--- src/rtl/data_path.sv ---
// K&S processor datapath: PC, IR, 4x16 register file, ALU and flags register,
// driven by control_unit strobes and feeding the single-port program/data RAM.
package k_and_s_pkg;
    typedef enum logic [3:0] {
        I_NOP, I_HALT, I_BRANCH, I_BZERO, I_BNEG, I_LOAD, I_STORE,
        I_MOVE, I_ADD, I_SUB, I_OR, I_AND
    } decoded_instruction_type;
endpackage

module data_path #(
    parameter int DATA_W = 16,
    parameter int ADDR_W = 5
) (
    input  logic                                 clk,
    input  logic                                 rst_n,
    input  logic                                 branch,
    input  logic                                 pc_enable,
    input  logic                                 ir_enable,
    input  logic                                 write_reg_enable,
    input  logic                                 addr_sel,
    input  logic                                 c_sel,
    input  logic [1:0]                           operation,
    input  logic                                 flags_reg_enable,
    input  logic [DATA_W-1:0]                    data_in,
    output logic [ADDR_W-1:0]                    ram_addr,
    output logic [DATA_W-1:0]                    data_out,
    output k_and_s_pkg::decoded_instruction_type decoded_instruction,
    output logic                                 zero_op,
    output logic                                 neg_op,
    output logic                                 unsigned_overflow,
    output logic                                 signed_overflow
);
    import k_and_s_pkg::*;

    logic [ADDR_W-1:0] pc_q, pc_d;
    logic [DATA_W-1:0] ir_q, ir_d;
    logic [DATA_W-1:0] regs_q [4];
    logic [DATA_W-1:0] regs_d [4];
    logic [3:0]        flags_q, flags_d;   // {zero, neg, unsigned, signed}

    logic [1:0]        a_idx, b_idx, c_idx;
    logic [DATA_W-1:0] a_val, b_val, alu_res, c_bus;
    logic [DATA_W:0]   sum_ext;
    logic              alu_uflow, alu_sflow;
    logic              ir_unused;

    assign ir_unused = ir_q[7];

    always_comb begin
        decoded_instruction = I_NOP;
        c_idx = ir_q[5:4];
        a_idx = ir_q[3:2];
        b_idx = ir_q[1:0];
        case (ir_q[15:8])
            8'h00: decoded_instruction = I_NOP;
            8'hFF: decoded_instruction = I_HALT;
            8'h01: decoded_instruction = I_BRANCH;
            8'h02: decoded_instruction = I_BZERO;
            8'h03: decoded_instruction = I_BNEG;
            8'h81: begin
                decoded_instruction = I_LOAD;
                c_idx = ir_q[6:5];
            end
            8'h82: begin
                decoded_instruction = I_STORE;
                a_idx = ir_q[6:5];
            end
            8'h91: begin
                decoded_instruction = I_MOVE;
                b_idx = ir_q[3:2];
            end
            8'hA1: decoded_instruction = I_ADD;
            8'hA2: decoded_instruction = I_SUB;
            8'hA3: decoded_instruction = I_OR;
            8'hA4: decoded_instruction = I_AND;
            default: decoded_instruction = I_NOP;
        endcase
    end

    assign a_val   = regs_q[a_idx];
    assign b_val   = regs_q[b_idx];
    assign sum_ext = {1'b0, a_val} + {1'b0, b_val};

    always_comb begin
        alu_res   = '0;
        alu_uflow = 1'b0;
        alu_sflow = 1'b0;
        case (operation)
            2'b00: alu_res = a_val | b_val;
            2'b01: begin
                alu_res   = sum_ext[DATA_W-1:0];
                alu_uflow = sum_ext[DATA_W];
                alu_sflow = (a_val[DATA_W-1] == b_val[DATA_W-1]) &&
                            (alu_res[DATA_W-1] != a_val[DATA_W-1]);
            end
            2'b10: begin
                alu_res   = a_val - b_val;
                alu_uflow = a_val < b_val;
                alu_sflow = (a_val[DATA_W-1] != b_val[DATA_W-1]) &&
                            (alu_res[DATA_W-1] != a_val[DATA_W-1]);
            end
            default: alu_res = a_val & b_val;
        endcase
    end

    assign c_bus = c_sel ? alu_res : data_in;

    // All next-state values come from pre-edge registers, so simultaneous strobes stay independent
    always_comb begin
        pc_d    = pc_q;
        ir_d    = ir_q;
        regs_d  = regs_q;
        flags_d = flags_q;
        if (pc_enable)
            pc_d = branch ? pc_q + ADDR_W'(1) : ir_q[ADDR_W-1:0];
        if (ir_enable)
            ir_d = data_in;
        if (write_reg_enable)
            regs_d[c_idx] = c_bus;
        if (flags_reg_enable)
            flags_d = {(alu_res == '0), alu_res[DATA_W-1], alu_uflow, alu_sflow};
    end

    always_ff @(posedge clk) begin
        if (!rst_n) begin
            pc_q    <= '0;
            ir_q    <= '0;
            flags_q <= '0;
            for (int i = 0; i < 4; i++) regs_q[i] <= '0;
        end else begin
            pc_q    <= pc_d;
            ir_q    <= ir_d;
            flags_q <= flags_d;
            regs_q  <= regs_d;
        end
    end

    assign ram_addr          = addr_sel ? ir_q[ADDR_W-1:0] : pc_q;
    assign data_out          = a_val;
    assign zero_op           = flags_q[3];
    assign neg_op            = flags_q[2];
    assign unsigned_overflow = flags_q[1];
    assign signed_overflow   = flags_q[0];
endmodule

--- config.mk ---
export PLATFORM = sky130hd
export DESIGN_NAME = data_path
export DESIGN_NICKNAME = d
export VERILOG_FILES = /design/src/rtl/data_path.sv
export SDC_FILE = /design/constraint.sdc
export NUM_CORES = 1
export LEC_CHECK = 0
export ABC_AREA = 1
export CAP_MARGIN = 0
export CORE_ASPECT_RATIO = 0.75
export CORE_UTILIZATION = 55
export CTS_CLUSTER_DIAMETER = 50
export CTS_CLUSTER_SIZE = 10
export DETAILED_ROUTE_END_ITERATION = 10
export HOLD_SLACK_MARGIN = 0.06
export MAX_ROUTING_LAYER = met4
export PLACE_DENSITY_LB_ADDON = 0.15
export SKIP_CTS_REPAIR_TIMING = 1
export SYNTH_ARGS = -nofsm -noshare
export SYNTH_HDL_FRONTEND = slang
export SYNTH_SLANG_ARGS = --single-unit
--- constraint.sdc ---
create_clock -name clk -period 10.9 [get_ports clk]
set_input_delay 1.09 -clock clk [delete_from_list [all_inputs] [get_ports clk]]
set_output_delay 1.09 -clock clk [all_outputs]
set_load 0.01 [all_outputs]
==> results of run 1 <==
==> cell type report <==
class	count	area, um^2
Inverter	344	1299
Tap cell	200	250.2
Fill cell	1460	5478
Timing Repair Buffer	59	580.6
Sequential cell	88	1762
Clock inverter	6	73.82
Clock buffer	10	239.0
Multi-Input combinational cell	878	4772
==> routing by layer <==
metal	vias to the layer above	GRT usage (%)	routed length, um
met2	440	51.44	10540
met5	-	-	0
met4	0	8.602	363
met1	3909	52.74	12020
met3	30	5.560	2884
li1	4288	-	-
==> sequential cells by signal, summed over array words and instances (netlist names) <==
register,flops
flags_q,4
regs_q,64
ir_q,15
pc_q,5
==> cells by family after synthesis <==
kind of cell | count (synthesis)
and+or+nand+nor | 522
buffers and inverters | 400
AOI/OAI and AO/OA | 296
DFF | 88
adders and majority gates | 59
xor gates and xnor gates | 1
==> worst paths after layout <==
kind / start / end / slack (ns)
setup / recovery: ir_q[10]$_SDFFE_PN0P_ / regs_q[14]$_SDFFE_PN0P_ / 5.24
hold / removal: regs_q[16]$_SDFFE_PN0P_ / regs_q[16]$_SDFFE_PN0P_ / 0.48
setup reg to reg: ir_q[10]$_SDFFE_PN0P_ / regs_q[14]$_SDFFE_PN0P_ / 5.24
hold reg to reg: regs_q[16]$_SDFFE_PN0P_ / regs_q[16]$_SDFFE_PN0P_ / 0.48
==> stage by stage <==
step	hold WS (ns)	power [mW]	utilization [%]	setup WS, ns	cell area [um^2]
final	0.4806	1.210	62.10	5.238	8976
after floorplan	0.4413	0.7215	-	7.043	8132
after CTS	0.4775	1.197	62.10	5.435	8976
after detailed placement	0.4667	0.8690	59.94	5.459	8663
after global placement	0.4617	0.8662	59.94	5.488	8663
after global routing	0.5029	1.286	62.10	4.694	8976
==> power groups by stage <==
| stage | sequential, mW | clock, mW | combinational (mW) |
|---|---|---|---|
| 4_1_cts | 0.355 | 0.333 | 0.510 |
| 3_5_place_dp | 0.362 | 0 | 0.507 |
| 3_3_place_gp | 0.362 | 0 | 0.504 |
| 2_1_floorplan | 0.359 | 0 | 0.363 |
| 6_report | 0.356 | 0.330 | 0.525 |
| 5_1_grt | 0.358 | 0.345 | 0.583 |
==> cells in the mapped netlist, drive strengths merged <==
cell,instances,area share (%)
o211ai,10,0.92
nand2,250,12
and2,2,0.15
or2,7,0.54
o2111ai,2,0.22
dfxtp,88,22
o21bai,1,0.092
o21a,1,0.092
clkbuf,23,1.1
nor2,143,7.2
nor3,10,0.95
nand3,98,6.0
clkinv,1,0.046
buf,33,2.6
a211oi,2,0.18
fa,2,0.49
nand3b,1,0.092
nand4,9,0.69
a32oi,30,4.2
a21oi,107,6.6
nor4,2,0.15
xor2,1,0.11
o21ai,142,9.3
inv,343,16
ha,57,8.8
a221oi,1,0.11
==> worst register-to-register path, delay by kind of cell (launching register included) <==
kind	cells	cell delay, ns
compound gates	4	1.09
fa+ha+maj	1	0.45
buf+inv	6	1.18
flops	1	0.31
simple gates	16	2.49
==> reports/qor.csv, run 1 <==
metric,value,unit
status,"finished, final reports clean",
avgSynthCellArea,5.953,um^2
slew-limit-headroom,30.51,%
critical_path_depth,27,
synth-compound-area-share,21.70,%
yosysWarnings,0,
drc,0,
synthSimpleGateAreaFrac,27.62,%
p_leak,4.633,nW
slowest_stage,nand2_2,
start_util,56.26,%
p_seq_share,29.4,%
skew,0.01435,ns
dp.cells,1569,
antenna_left,0,
worst-path-max-fanout,49,
drt_iter0_drc,1039,
final_common_cell,inv_1,
setup_tns,0,ns
cp-start-kind,register,
vias,8667,
grt_pass1_vias,7756,
worstMarginPinSlew,1.042,ns
hp-class,register to register,
setup_violations,0,
cp.arrival,5.90,ns
crit_buf_inv,6,
rows,38,
die_w,142.4,um
ctsLongestPathBuffers,2,
yosys-mux-area-fraction,0,%
gp_congestion,1.034,
grt.overflow.total,0,
ys_seq_area_share,21.66,%
path_class,register to register,
crit_top_cell,nand2_1,
synth_nets,1452,
instances_no_fill,1585,
cell_internal_pwr,697.9,uW
grt_util_all_layers,36.08,%
htreeDepth,3,
worstPathRequired,11.14,ns
final_cell_mix,"332 x inv_1, 243 x nand2_1, 137 x nor2_1, 114 x o21ai_0, 107 x a21oi_1",
rsz0062_at_grt,false,
io_pins,56,
drtPass1Iterations,6,
max_stage_delay,0.69,ns
cts_sinks,88,
nets,1466,
antenna_found_initial,0,
period_minus_slack,5.662,ns
hold_viol_final,0,
fp.dieH,107.3,um
fmax,176.6,MHz
synth_top_family_by_area,simple AND/OR/NAND/NOR gates,
routed_wl,25800,um
synth_cell_types,40,
fin_crit_sh,51.94,%
clkTransAtPathRegs,0.07,ns
ir_drop,105.1,uV
cts_buffers,9,
cts_root_buf,clkbuf_16,
whs_path_depth,2,
max_cap_viol_count,0,
port_buffers,55,
p_switching,512.2,uW
grt_max_degree,55,
wl_per_cell,16.28,um
drive_above_1_share,5.271,%
path_delay_family,simple AND/OR/NAND/NOR gates,
area_growth,10.39,%
synth_area,8132,um^2
grt_pass1_wl,40840,um
insertion_delay,0.36,ns
end_kind,register,
power.density,134.8,nW/um^2
r2r_cells,27,
ys_seq_elements,88,
cts_tree,yes,
core_area,14450,um^2
combPwrFrac,43.3,%
report.final.slew_viol_count,0,
synthCells,1366,
synthAdderAreaFrac,9.263,%
vias_per_cell,5.468,
place_hpwl,19050,um
dieArea,15280,um^2
clock_power_share,27.3,%
diodes,0,
p_sw_share,42.33,%
synth_xor_area_share,0.1077,%
Power figures use the tool's default switching activity.
==> run 2, diff against run 1 <==
==> constraint.sdc (replaced) <==
create_clock -name clk -period 5.4 [get_ports clk]
set_input_delay 0.54 -clock clk [delete_from_list [all_inputs] [get_ports clk]]
set_output_delay 0.54 -clock clk [all_outputs]
set_load 0.01 [all_outputs]
==> run 2 against run 1 <==
Sequential share of layout area is 0.19 points lower. Register-to-register slack worse by 4.6 ns. Die area did not move. Power grew 100%. Via count fell by 0.68%.
==> reports/qor.csv, run 2 (same netlist as run 1, synthesis figures left out) <==
metric,value,unit
status,"finished, final reports clean",
antenna_left,0,
port_buffers,55,
final_common_cell,inv_1,
reg.largest.list,"regs_q x64, ir_q x15, pc_q x5",
cts_sinks,88,
ir_drop,170.5,uV
report.final.slew_viol_count,0,
cp.arrival,5.10,ns
ctsLongestPathBuffers,2,
rows,38,
p_leak,4.689,nW
drtPass1Iterations,6,
insertion_delay,0.36,ns
dieArea,15280,um^2
worstPathRequired,5.70,ns
power.density,269.3,nW/um^2
place_hpwl,19350,um
antenna_found_initial,0,
hp-class,register to register,
fillCellCount,1444,
largest_reg_flops,64,
combPwrFrac,43.7,%
final_cell_mix,"332 x inv_1, 243 x nand2_1, 137 x nor2_1, 114 x o21ai_0, 107 x a21oi_1",
fmax,208.4,MHz
io_pins,56,
rsz0062_at_grt,false,
area_growth,11.48,%
worst-path-max-fanout,34,
drc,0,
max_cap_viol_count,0,
hold_ws,0.4739,ns
path_class,register to register,
hold_viol_final,0,
grt_max_degree,55,
clock_power_share,26.8,%
top_register,regs_q,
seq_area,1762,um^2
core_area,14450,um^2
period_minus_slack,4.799,ns
p_seq_share,29.5,%
drive_above_1_share,6.080,%
multi_input_area,4772,um^2
fp.dieH,107.3,um
die_w,142.4,um
r2r_cells,22,
grt.overflow.total,0,
timing.rr.end,regs_q[40]$_SDFFE_PN0P_,
clkTransAtPathRegs,0.07,ns
setup_ws,0.6006,ns
p_sw_share,42.34,%
wl_per_cell,16.14,um
slew-limit-headroom,34.57,%
setup_tns,0,ns
grt_pass1_wl,39750,um
htreeDepth,3,
grt_pass1_vias,7481,
setup_violations,0,
cts_root_buf,clkbuf_16,
whs_path_depth,2,
routed_wl,25800,um
diodes,0,
gp_congestion,0.9794,
vias,8608,
drt_iter0_drc,965,
grt_util_all_layers,35.14,%
start_util,56.26,%
nets,1479,
r2r_setup_slack,0.60,ns
p_switching,1.034,mW
whs_endpoint,flags_q[0]$_SDFFE_PN0P_,
vias_per_cell,5.387,
cts_tree,yes,
end_kind,register,
r2r_start,ir_q[9]$_SDFFE_PN0P_,
power,2.441,mW
cell_internal_pwr,1.408,mW
place_ws,0.6920,ns
fin_crit_sh,88.88,%
skew,0.01284,ns
cts_buffers,9,
cp-start-kind,register,
worstMarginPinSlew,0.9815,ns
final_util,62.72,%
hp-start,flags_q[0]$_SDFFE_PN0P_,
==> run 2: how the worst max path moves through the flow <==
stage | cells after the start | start | to | slack [ns]
after floorplan | 25 | ir_q[9]$_SDFFE_PN0P_ | regs_q[14]$_SDFFE_PN0P_ | 1.54
after global placement | 25 | ir_q[9]$_SDFFE_PN0P_ | regs_q[46]$_SDFFE_PN0P_ | 0.80
after detailed placement | 22 | ir_q[9]$_SDFFE_PN0P_ | regs_q[40]$_SDFFE_PN0P_ | 0.69
after CTS | 22 | ir_q[9]$_SDFFE_PN0P_ | regs_q[40]$_SDFFE_PN0P_ | 0.66
after global routing | 22 | ir_q[9]$_SDFFE_PN0P_ | regs_q[40]$_SDFFE_PN0P_ | 0.13
final | 22 | ir_q[9]$_SDFFE_PN0P_ | regs_q[40]$_SDFFE_PN0P_ | 0.60
==> run 2: area by class of cell <==
cell class,instances,area share [%]
clock buffer,10,2.526
inverter,344,14.33
sequential,88,19.43
multi-input combinational,878,52.64
tap,200,2.761
timing repair buffer,72,7.481
clock inverter,6,0.8282
==> run 2: layer usage <==
metal,up-vias,track usage (%),share of wire [%]
met5,-,-,0
met4,0,10.91,2.2
met3,34,6.450,9.4
met2,388,48.88,40
met1,3874,50.77,48
li1,4312,-,-
==> run 2: through the flow <==
stage | instance area (um^2) | cells
after floorplan | 8132 | 1366
after global placement | 8761 | 1582
after detailed placement | 8761 | 1582
after CTS | 9065 | 1598
after global routing | 9065 | 1598
final | 9065 | 1598
==> run 2: worst max-delay path, stage by stage (launching register included) <==
cell     delay, ns
dfxtp_1       0.45
inv_1         0.14
nor3_4        0.26
nand2_2       0.17
nand2_1       0.11
nand2_2       0.36
o21ai_0       0.30
inv_1         0.07
a32oi_1       0.36
inv_1         0.13
ha_1          0.28
fa_1          0.42
inv_1         0.11
nand3_1       0.10
nand2_1       0.17
nand2_1       0.10
nand3_1       0.09
nand3_1       0.09
nand4_1       0.11
o21ai_0       0.22
o21ai_0       0.45
o21ai_0       0.16
inv_1         0.08
==> run 2: power groups by stage <==
stage	Clock [mW]	Combinational [mW]	Sequential [mW]
4_1_cts	0.661	1.04	0.717
3_5_place_dp	0	1.04	0.732
3_3_place_gp	0	1.03	0.731
6_report	0.655	1.07	0.719
5_1_grt	0.682	1.18	0.723
2_1_floorplan	0	0.732	0.724
